File: src/rtl/dmem_arbiter_if.sv
// dmem_arbiter_if: CPU MEM-stage, DMA and data-memory signals shared by the arbiter and its environment
interface dmem_arbiter_if #(
   parameter int ADDR_WIDTH = 32,
   parameter int DATA_WIDTH = 32
);
   logic                  cpu_mem_read;
   logic                  cpu_mem_write;
   logic [ADDR_WIDTH-1:0] cpu_addr;
   logic [DATA_WIDTH-1:0] cpu_wdata;
   logic [DATA_WIDTH-1:0] cpu_rdata;
   logic                  cpu_stall;
   logic                  dma_req;
   logic                  dma_we;
   logic [ADDR_WIDTH-1:0] dma_addr;
   logic [DATA_WIDTH-1:0] dma_wdata;
   logic                  dma_last;
   logic                  dma_gnt;
   logic                  dma_rvalid;
   logic [DATA_WIDTH-1:0] dma_rdata;
   logic [ADDR_WIDTH-1:0] mem_addr;
   logic [DATA_WIDTH-1:0] mem_wdata;
   logic                  mem_write_en;
   logic                  mem_read_en;
   logic [DATA_WIDTH-1:0] mem_rdata;
   modport slave (
      input  cpu_mem_read, cpu_mem_write, cpu_addr, cpu_wdata,
      output cpu_rdata, cpu_stall,
      input  dma_req, dma_we, dma_addr, dma_wdata, dma_last,
      output dma_gnt, dma_rvalid, dma_rdata,
      output mem_addr, mem_wdata, mem_write_en, mem_read_en,
      input  mem_rdata
   );
   modport master (
      output cpu_mem_read, cpu_mem_write, cpu_addr, cpu_wdata,
      input  cpu_rdata, cpu_stall,
      output dma_req, dma_we, dma_addr, dma_wdata, dma_last,
      input  dma_gnt, dma_rvalid, dma_rdata,
      input  mem_addr, mem_wdata, mem_write_en, mem_read_en,
      output mem_rdata
   );
endinterface

File: src/rtl/dmem_arbiter.sv
// dmem_arbiter: shares data memory between the CPU MEM stage and a DMA requester; DMEM_ARB_STATS_EN adds statistics counters
module dmem_arbiter #(
   parameter int MAX_WAIT  = 8,
   parameter int BURST_MAX = 4
) (
   input  logic          clk,
   input  logic          reset,
   dmem_arbiter_if.slave bus
`ifdef DMEM_ARB_STATS_EN
   ,
   output logic [31:0]   stat_conflicts,
   output logic [31:0]   stat_stall_cycles,
   output logic [15:0]   stat_forced
`endif
);
   localparam logic [0:0] S_CPU = 1'b0;
   localparam logic [0:0] S_DMA = 1'b1;
   localparam int WW = $clog2(MAX_WAIT + 1);
   localparam int BW = $clog2(BURST_MAX + 1);
   localparam logic [WW-1:0] WAIT_LAST = WW'(MAX_WAIT - 1);
   localparam logic [WW-1:0] WAIT_SAT  = WW'(MAX_WAIT);
   localparam logic [BW-1:0] BEAT_LAST = BW'(BURST_MAX - 1);
   logic [0:0]    state;
   logic [WW-1:0] wait_cnt;
   logic [BW-1:0] beat_cnt;
   logic          cpu_req;
   logic          conflict;
   logic          gnt;
   logic          cpu_own;
   logic          force_dma;
   logic          burst_end;
   // ownership decode and memory mux; cpu_stall only sees registered state and cpu_req
   always_comb begin
      cpu_req          = bus.cpu_mem_read | bus.cpu_mem_write;
      conflict         = bus.dma_req & cpu_req;
      gnt              = (state == S_CPU) ? bus.dma_req & ~cpu_req : bus.dma_req;
      cpu_own          = (state == S_CPU) & cpu_req;
      force_dma        = (state == S_CPU) & conflict & (wait_cnt == WAIT_LAST);
      burst_end        = ~bus.dma_req | bus.dma_last | (beat_cnt == BEAT_LAST);
      bus.dma_gnt      = gnt;
      bus.cpu_stall    = (state == S_DMA) & cpu_req;
      bus.mem_addr     = gnt ? bus.dma_addr : bus.cpu_addr;
      bus.mem_wdata    = gnt ? bus.dma_wdata : bus.cpu_wdata;
      bus.mem_write_en = cpu_own ? bus.cpu_mem_write : gnt & bus.dma_we;
      bus.mem_read_en  = cpu_own ? bus.cpu_mem_read & ~bus.cpu_mem_write : gnt & ~bus.dma_we;
      bus.cpu_rdata    = cpu_own ? bus.mem_rdata : '0;
   end
   // ownership state, starvation counter and forced-burst beat counter
   always_ff @(posedge clk) begin
      if (reset) begin
         state    <= S_CPU;
         wait_cnt <= '0;
         beat_cnt <= '0;
      end else if (state == S_CPU) begin
         state    <= force_dma ? S_DMA : S_CPU;
         wait_cnt <= ~conflict ? '0 : (wait_cnt == WAIT_SAT) ? wait_cnt : wait_cnt + 1'b1;
         beat_cnt <= '0;
      end else begin
         state    <= burst_end ? S_CPU : S_DMA;
         wait_cnt <= burst_end ? '0 : wait_cnt;
         beat_cnt <= gnt ? beat_cnt + 1'b1 : beat_cnt;
      end
   end
   // DMA read data returns one cycle after the granted read beat
   always_ff @(posedge clk) begin
      if (reset) begin
         bus.dma_rvalid <= 1'b0;
         bus.dma_rdata  <= '0;
      end else begin
         bus.dma_rvalid <= gnt & ~bus.dma_we;
         if (gnt & ~bus.dma_we) bus.dma_rdata <= bus.mem_rdata;
      end
   end
`ifdef DMEM_ARB_STATS_EN
   // wrapping contention, stall and forced-burst counters
   always_ff @(posedge clk) begin
      if (reset) begin
         stat_conflicts    <= '0;
         stat_stall_cycles <= '0;
         stat_forced       <= '0;
      end else begin
         stat_conflicts    <= stat_conflicts + {31'd0, conflict};
         stat_stall_cycles <= stat_stall_cycles + {31'd0, bus.cpu_stall};
         stat_forced       <= stat_forced + {15'd0, force_dma};
      end
   end
`endif
endmodule

File: src/flat_wrapper.sv
// flat-port wrapper written by rule: the top's interface ports become plain ports
module dmem_arbiter_flat 
#(
   parameter int MAX_WAIT  = 8,
   parameter int BURST_MAX = 4
)
  (clk, reset, bus_cpu_mem_read, bus_cpu_mem_write, bus_cpu_addr, bus_cpu_wdata, bus_cpu_rdata, bus_cpu_stall, bus_dma_req, bus_dma_we, bus_dma_addr, bus_dma_wdata, bus_dma_last, bus_dma_gnt, bus_dma_rvalid, bus_dma_rdata, bus_mem_addr, bus_mem_wdata, bus_mem_write_en, bus_mem_read_en, bus_mem_rdata);
  dmem_arbiter_if #(.ADDR_WIDTH(32), .DATA_WIDTH(32)) bus_i ();
  input  logic clk;
  input  logic reset;
  input wire logic [$bits(bus_i.cpu_mem_read)-1:0] bus_cpu_mem_read;
  input wire logic [$bits(bus_i.cpu_mem_write)-1:0] bus_cpu_mem_write;
  input wire logic [$bits(bus_i.cpu_addr)-1:0] bus_cpu_addr;
  input wire logic [$bits(bus_i.cpu_wdata)-1:0] bus_cpu_wdata;
  output wire logic [$bits(bus_i.cpu_rdata)-1:0] bus_cpu_rdata;
  output wire logic [$bits(bus_i.cpu_stall)-1:0] bus_cpu_stall;
  input wire logic [$bits(bus_i.dma_req)-1:0] bus_dma_req;
  input wire logic [$bits(bus_i.dma_we)-1:0] bus_dma_we;
  input wire logic [$bits(bus_i.dma_addr)-1:0] bus_dma_addr;
  input wire logic [$bits(bus_i.dma_wdata)-1:0] bus_dma_wdata;
  input wire logic [$bits(bus_i.dma_last)-1:0] bus_dma_last;
  output wire logic [$bits(bus_i.dma_gnt)-1:0] bus_dma_gnt;
  output wire logic [$bits(bus_i.dma_rvalid)-1:0] bus_dma_rvalid;
  output wire logic [$bits(bus_i.dma_rdata)-1:0] bus_dma_rdata;
  output wire logic [$bits(bus_i.mem_addr)-1:0] bus_mem_addr;
  output wire logic [$bits(bus_i.mem_wdata)-1:0] bus_mem_wdata;
  output wire logic [$bits(bus_i.mem_write_en)-1:0] bus_mem_write_en;
  output wire logic [$bits(bus_i.mem_read_en)-1:0] bus_mem_read_en;
  input wire logic [$bits(bus_i.mem_rdata)-1:0] bus_mem_rdata;
  assign bus_i.cpu_mem_read = bus_cpu_mem_read;
  assign bus_i.cpu_mem_write = bus_cpu_mem_write;
  assign bus_i.cpu_addr = bus_cpu_addr;
  assign bus_i.cpu_wdata = bus_cpu_wdata;
  assign bus_cpu_rdata = bus_i.cpu_rdata;
  assign bus_cpu_stall = bus_i.cpu_stall;
  assign bus_i.dma_req = bus_dma_req;
  assign bus_i.dma_we = bus_dma_we;
  assign bus_i.dma_addr = bus_dma_addr;
  assign bus_i.dma_wdata = bus_dma_wdata;
  assign bus_i.dma_last = bus_dma_last;
  assign bus_dma_gnt = bus_i.dma_gnt;
  assign bus_dma_rvalid = bus_i.dma_rvalid;
  assign bus_dma_rdata = bus_i.dma_rdata;
  assign bus_mem_addr = bus_i.mem_addr;
  assign bus_mem_wdata = bus_i.mem_wdata;
  assign bus_mem_write_en = bus_i.mem_write_en;
  assign bus_mem_read_en = bus_i.mem_read_en;
  assign bus_i.mem_rdata = bus_mem_rdata;
  dmem_arbiter #(.MAX_WAIT(MAX_WAIT), .BURST_MAX(BURST_MAX)) u_core (.clk(clk), .reset(reset), .bus(bus_i));
endmodule
File: config.mk
export PLATFORM = sky130hd
export DESIGN_NAME = dmem_arbiter_flat
export DESIGN_NICKNAME = d
export VERILOG_FILES = /design/src/rtl/dmem_arbiter_if.sv /design/src/rtl/dmem_arbiter.sv /design/src/flat_wrapper.sv
export SDC_FILE = /design/constraint.sdc
export NUM_CORES = 1
export LEC_CHECK = 0
export CAP_MARGIN = 20
export CORE_AREA = 2 2 115 117
export DETAILED_ROUTE_END_ITERATION = 7
export DIE_AREA = 0 0 117 119
export PLACE_DENSITY_LB_ADDON = 0.25
export REMOVE_ABC_BUFFERS = 1
export SETUP_SLACK_MARGIN = 0.4
export SLEW_MARGIN = 5
export SYNTH_ARGS = -nofsm -noshare
export SYNTH_HDL_FRONTEND = slang
export SYNTH_SLANG_ARGS = --single-unit
File: constraint.sdc
create_clock -name clk -period 2.06 [get_ports clk]
set_input_delay 0.412 -clock clk [delete_from_list [all_inputs] [get_ports clk]]
set_output_delay 0.412 -clock clk [all_outputs]
set_load 0.02 [all_outputs]
==> reports/results.txt <==
internal power = 2.11 mW
number of CTS-inserted buffers = 5
ys async rst share = 0%
Hold Path Sink = u_core.bus.dma_rdata[4]
first-pass GRT wire length = 21900 um
CP Max Fanout = 6
clk slew on worst S/H paths = 0.06 ns
crit share post-route = 101%
Filler Cell Count = 1077
RSZ-0062 raised after global routing = true
WS Path Type = reg -> out
Total Routing Usage GR = 21.0%
Synth warnings = 0
cell mode on critical path = buf_6
DR vias = 3574
Max Cap Viol = 0
DIE AREA = 13900 um^2
Slew HR = 69.7%
FMAX = 479 MHz
switch share = 28.9%
number of synthesized flops with an enable pin = 0
largest net degree at the start of global routing = 75
CP cell instances = o21ai_4 > buf_6 > buf_8 > buf_12 > buf_16 > mux2_4 > buf_6
dpl cells = 771
Vias/cell = 4.41
syn_area_per_cell = 9.62 um^2
Ports = 300
CTS Buffer Depth = 2
Crit path largest cell delay = 0.33 ns
largest area contributor in the netlist = dfxtp_1
R2R Path Start = u_core.state
Clock Tree Root = clkbuf_16
Hold Path Class = reg -> reg
number of global-route vias before repair = 3747
Total Nets Final = 805
critical path launch point type = register
cell count after synthesis = 305
Area contributors post-synth = dfxtp_1 28%, mux2_1 17%, nand2b_1 14%, mux2i_1 11%, mux2_2 7.7%
commonest non-fill, non-tap cell in the layout = clkdlybuf4s50_1
final wirelength = 16100 um
CTS hold repair buffers = 0
number of I/O port buffers = 299
hold_sp = u_core.bus.dma_rdata[4]
post-route minimum period = 2.09 ns
initial antenna violation count = 0
reg2reg end = u_core.bus.dma_rdata[5]
CTS tree = done
leakage power = 3.65 nW
hpwl dp = 11100 um
die width = 117 um
worst path required time = 1.65 ns
Slew Viols, Final = 0
Post-DRT Antenna Nets = 0
routed length per placed instance = 19.8 um
failing checks = setup timing
Placer Congestion = 0.980
Die H = 119 um
CTS H-Tree Depth = 2
crit end category = primary output
antenna cells = 0
Setup-failing EPs final = 21
DR pass1 iterations = 6
Worst Reg-to-Reg Cells = 7
Setup Skew = 0.00484 ns
final std cells w/o fill = 811
sequential element share of the synthesized area = 28.0%
Worst-Skew Late Latency = 0.28 ns
num rows = 42
Yosys reg bits = 41
r2r setup slk = 0.39 ns
Residual DRC = 0
Yosys top cell area share = 28.0%
Top FF cell, synth = dfxtp_1
clk sinks = 41
clock share of power = 25.8%
count of final hold-check violations = 0
Slowest-stage cell, CP = dfxtp_2
area grow syn2layout = 152%
status = finished, violations left
Reg power frac = 27.6%
Pwr Density = 401 nW/um^2
GRT overflow = 0
Sw Pwr = 858 uW
slew at the pin closest to its max-slew limit = 0.448 ns
TNS Setup = -0.286 ns
core area = 12900 um^2
Combinational Power Share = 46.6%
most frequent cells in the layout = 163 x clkdlybuf4s50_1, 91 x buf_6, 68 x nand2b_1
setup ws final = -0.0263 ns
Synth cell types = 32
Max VDD drop = 0.000331 V
Initial Util = 22.8%
proportion of layout cells with a drive suffix above 1 = 39.1%
Synth Cell Area = 2930 um^2
DR iter-0 viols = 114
Arr. time, crit path = 1.67 ns
hold depth = 2
## what timing repair did
action                     CTS  global route
pin swaps                    3             4
gates resized for setup    667            77
setup buffers               15             2
cloned                      10             5
hold endpoints to repair     0             0
setup endpoints to repair  146           156
## worst max-delay path by stage
stage,from,to,slack [ns]
global route,u_core.state,bus_mem_wdata[13],-0.08
global placement,bus_cpu_mem_read,bus_mem_addr[2],-0.73
floorplan,bus_cpu_mem_write,bus_mem_write_en,-2.60
detailed placement,bus_cpu_mem_write,bus_mem_addr[4],-0.73
CTS,u_core.state,bus_mem_wdata[13],-0.03
finish,u_core.state,bus_mem_wdata[13],-0.03
## state kept, by name (all words and copies together), names as in the netlist
register / count
u_core.bus.dma_rdata: 32
u_core.wait_cnt: 4
u_core.beat_cnt: 3
u_core.state: 1
u_core.bus.dma_rvalid: 1
## critical path, delay by kind of cell, from the launching register on
family                 cells  cell delay (ns)
buffers and inverters      5             0.60
flip-flops                 1             0.33
multiplexers               1             0.31
AO/OA/AOI/OAI              1             0.14
## metal layers
metal  GRT usage [%]  routed length [um]  vias up  part of all wire [%]
li1                -                   -     1710                     -
met1            25.0                6540     1669                    41
met2            35.8                7740      165                    48
met3            5.75                1270       30                   7.9
met4            7.43                 524        0                   3.3
met5               0                   0        -                     0
## power groups by stage
stage / logic (mW) / registers [mW] / clock network [mW]
after detailed placement: 1.10 / 0.837 / 0
after CTS: 1.31 / 0.819 / 0.780
after global routing: 1.45 / 0.820 / 0.834
final: 1.38 / 0.819 / 0.766
after floorplan: 0.391 / 0.853 / 0
after global placement: 1.10 / 0.836 / 0
## cell families (layout without fill, tap and decap cells)
logic type                 count (synthesis)  in the layout  share of synthesized area, %
and+or+nand+nor                          117            117                          25.1
muxes                                     97             97                          35.8
DFF                                       41             41                          28.0
buffers and inverters                     31            361                          5.42
AOI/OAI and AO/OA                         14             14                          3.67
adders and majority gates                  4              4                          1.71
xor gates and xnor gates                   1              1                         0.299
## cell usage after synthesis, drive strengths merged, types with 3 or more instances
cell     n
buf     11
ha       4
mux2    64
nor2     6
dfxtp   41
nand2b  68
mux2i   33
and2    33
o32ai    3
clkbuf  12
inv      8
a31oi    3
## metrics by stage
step / area (um^2) / hold WS, ns / worst slack (ns) / power [mW] / utilization (%)
CTS: 7030 / 0.472 / -0.0304 / 2.91 / 54.6
detailed placement: 6170 / 0.466 / -0.725 / 1.94 / 47.9
global placement: 6170 / 0.459 / -0.726 / 1.94 / 47.9
floorplan: 2810 / 0.465 / -2.60 / 1.24 / -
finish: 7400 / 0.468 / -0.0263 / 2.97 / 57.5
global route: 7400 / 0.484 / -0.0771 / 3.10 / 57.5
## layout make-up
cell class	count	area [um^2]	share of cell area, %
clock buffer	6	129	1.74
sequential	41	822	11.1
multi-input combinational	233	2280	30.8
tap	176	220	2.97
inverter	8	35.0	0.473
clock inverter	2	10.0	0.135
timing repair buffer	345	3900	52.7
(Power assumes the default switching activity.)
==> patch (same flow settings) <==
`BURST_MAX` is set to 4 in 2 places; all go to 2.
--- a/src/rtl/dmem_arbiter.sv
+++ b/src/rtl/dmem_arbiter.sv
@@ -1,7 +1,7 @@
 // dmem_arbiter: shares data memory between the CPU MEM stage and a DMA requester; DMEM_ARB_STATS_EN adds statistics counters
 module dmem_arbiter #(
    parameter int MAX_WAIT  = 8,
-   parameter int BURST_MAX = 4
+   parameter int BURST_MAX = 2
 ) (
    input  logic          clk,
    input  logic          reset,
--- a/src/flat_wrapper.sv
+++ b/src/flat_wrapper.sv
@@ -2,7 +2,7 @@
 module dmem_arbiter_flat 
 #(
    parameter int MAX_WAIT  = 8,
-   parameter int BURST_MAX = 4
+   parameter int BURST_MAX = 2
 )
   (clk, reset, bus_cpu_mem_read, bus_cpu_mem_write, bus_cpu_addr, bus_cpu_wdata, bus_cpu_rdata, bus_cpu_stall, bus_dma_req, bus_dma_we, bus_dma_addr, bus_dma_wdata, bus_dma_last, bus_dma_gnt, bus_dma_rvalid, bus_dma_rdata, bus_mem_addr, bus_mem_wdata, bus_mem_write_en, bus_mem_read_en, bus_mem_rdata);
   dmem_arbiter_if #(.ADDR_WIDTH(32), .DATA_WIDTH(32)) bus_i ();
Formal check against the unedited RTL: same outputs for any inputs over 10 cycles, from zero or initial values and one cycle with reset high; that may be too few to reach the edited logic, so the function may still have changed.
==> patch against the unedited design <==
The flow still finishes with violations (negative setup slack). Wire length decreased by 14%. Clock skew fell by 0.00074 ns. Combinational power shrank 20%. Area after synthesis is 1.4% lower. Design area fell by 14%. Critical path type unchanged. Core utilization fell by 8.0 points. Count of clock-buffer cells in the layout unchanged. Cell count decreased by 2.6%. Clock power is 3.7% higher. Setup slack lost 0.00063 ns. Power shrank 9.3%. Fmax about the same. Global-route usage down 1.9 points. Sequential cell count is 1 lower.
==> patch: results (changes against the unedited design) <==
* CTS buffer count at 5 (unchanged)
* Max_slew headroom at 73.5% (+3.7 points)
* Iteration-0 DRC Markers at 170 (+49%)
* Outcome: finished, violations left
* Worst r2r path cells at 4 (-3)
* Synth area leaders: dfxtp_1 28%, mux2_2 25%, nand2b_1 15%
* Final WL at 13900 µm (-14%)
* Grt met2 use at 36.1% (+0.25 points)
* Static Leak at 0.00293 µW (-20%)
* Routed via count at 3358 (-6.0%)
* Hold EP: u_core.bus.dma_rdata[14]
* Hold Crit Start: u_core.bus.dma_rdata[14]
* Commonest cells in the netlist: 68 x nand2b_1, 64 x mux2_2, 40 x dfxtp_1
* Biggest regs: u_core.bus.dma_rdata: 32 flops, u_core.wait_cnt: 4 flops, u_core.beat_cnt: 2 flops
* HPWL after DPL at 11500 µm (+4.2%)
* Final setup viols at 9 (-57%)
* Global-route usage over all layers at 19.1% (-1.9 points)
* VDD IR-drop max at 0.000261 V (-21%)
* Synth Area in Adders at 1.30% (-0.41 points)
* Met3 usage at 7.28% (+1.5 points)
* Final setup margin at -0.0270 ns (-0.000632 ns)
* Top FF cell, synth: dfxtp_1
* Worst r2r dst: u_core.bus.dma_rdata[25]
* # fillers at 1235 (+15%)
* Initial antenna violation count at 4 (+4)
* GR met1 Demand/Resource at 19.1% (-6.0 points)
* Post-DP Area at 6160 µm² (-0.10%)
* Skew final at 0.00410 ns (-0.000741 ns)
* Failing checks: negative setup slack
* Pre-antenna DRT Iters at 4 (-2)
* Worst-path maximum fanout at 8 (+2)
* Hold crit path type: flip-flop to flip-flop
* Final Cell Area at 6370 µm² (-14%)
* Gp weighted congestion at 0.882 (-9.9%)
* Yosys cell types at 30 (-6.3%)
* Syn avg cell area at 9.61 µm² (-0.14%)
* Compound-Gate Fraction of Synth Area at 3.72% (+0.054 points)
* DRT antenna net count at 0 (unchanged)
* Share of layout cells above drive strength 1 at 33.8% (-5.2 points)
* Clk slew on worst S/H paths at 0.06 ns (about the same)
* Xor/xnor share of the synthesized area at 0.303% (+0.0044 points)
* Mux cell area share after synthesis at 36.0% (+0.18 points)
* Non-filler instance count after layout at 790 (-2.6%)
* Nets@finish at 781 (-3.0%)
* Min Hold Slack at 0.469 ns (+0.00142 ns)
* Register area share after synthesis at 27.7% (-0.28 points)
* Reg-to-reg setup timing slack at 0.60 ns (+0.21 ns)
* Vias in the first global route at 3461 (-7.6%)
* First-pass GRT wire length at 20000 µm (-8.8%)
* RR Startpoint: u_core.state
* Critical path's largest stage delay at 0.35 ns (+0.02 ns)
==> patch: cell count changes in the layout (fill, tap and decap cells not counted), moves of 4 or more <==
cell | before | now
buf_16 | 11 | 3
clkdlybuf4s15_2 | 1 | 32
buf_4 | 25 | 52
buf_12 | 11 | 5
clkdlybuf4s50_1 | 163 | 169
clkbuf_16 | 9 | 5
mux2_4 | 61 | 9
buf_6 | 91 | 7
and2_4 | 18 | 0
and2_1 | 15 | 33
mux2_2 | 3 | 55
dlygate4sd2_1 | 10 | 4
buf_2 | 4 | 29
==> patch: metal layers <==
metal,up-vias,share of wire (%)
met5,-,0
met4,0,2.4
met3,15,9.7
met2,167,53
met1,1527,35
li1,1649,-
==> patch: per-stage QoR <==
step	setup slack, ns	TNS, ns
floorplan	-2.88	-163.98
global route	-0.0766	-1.53
finish	-0.0270	-0.0814
CTS	-0.0257	-0.0468
global placement	-0.772	-68.50
detailed placement	-0.762	-69.00
==> patch: cell type report <==
cell class              count  area share, %
repair buffers            326           50.0
multi-input cells         230           31.1
flip-flops and latches     40           12.6
well taps                 176           3.46
clock buffers               6           2.18
inverters                   8          0.472
clock inverters             2          0.157
diodes                      2         0.0786
==> patch: repair_timing <==
item,4_1_cts,5_1_grt
pin swaps,2,0
setup endpoints to repair,137,152
buffers inserted,3,3
gates cloned,3,0
resized for setup,433,30
==> patch: worst max path at each step <==
stage                            startpoint               end  slack [ns]  depth (start not counted)
final                          u_core.state  bus_mem_addr[26]       -0.03                          6
after global routing           u_core.state  bus_mem_addr[26]       -0.08                          6
after CTS                      u_core.state  bus_mem_addr[26]       -0.03                          6
after detailed placement   bus_cpu_mem_read   bus_mem_addr[4]       -0.76                          6
after global placement    bus_cpu_mem_write  bus_mem_addr[23]       -0.77                          6
after floorplan           bus_cpu_mem_write  bus_mem_write_en       -2.88                          4
==> patch: power breakdown <==
part	switching (µW)	internal, µW	leakage (µW)
clock	316	478	0.0000766
sequential	9.05	790	0.000324
combinational	459	641	0.00253
total	784	1910	0.00293
==> patch: logic make-up (layout without fill, tap and decap cells) <==
family	Yosys count	after routing
adders and majority gates	3	3
other	0	2
AOI/OAI and AO/OA	14	14
and+or+nand+nor	116	116
muxes	96	96
xor gates and xnor gates	1	1
DFF	40	40
buffers and inverters	31	342
==> patch: tightest hold or removal path: cells and delay by family (launching register included) <==
family | cells | cell delay (ns)
mux | 1 | 0.06
simple gates | 1 | 0.06
flops | 1 | 0.30
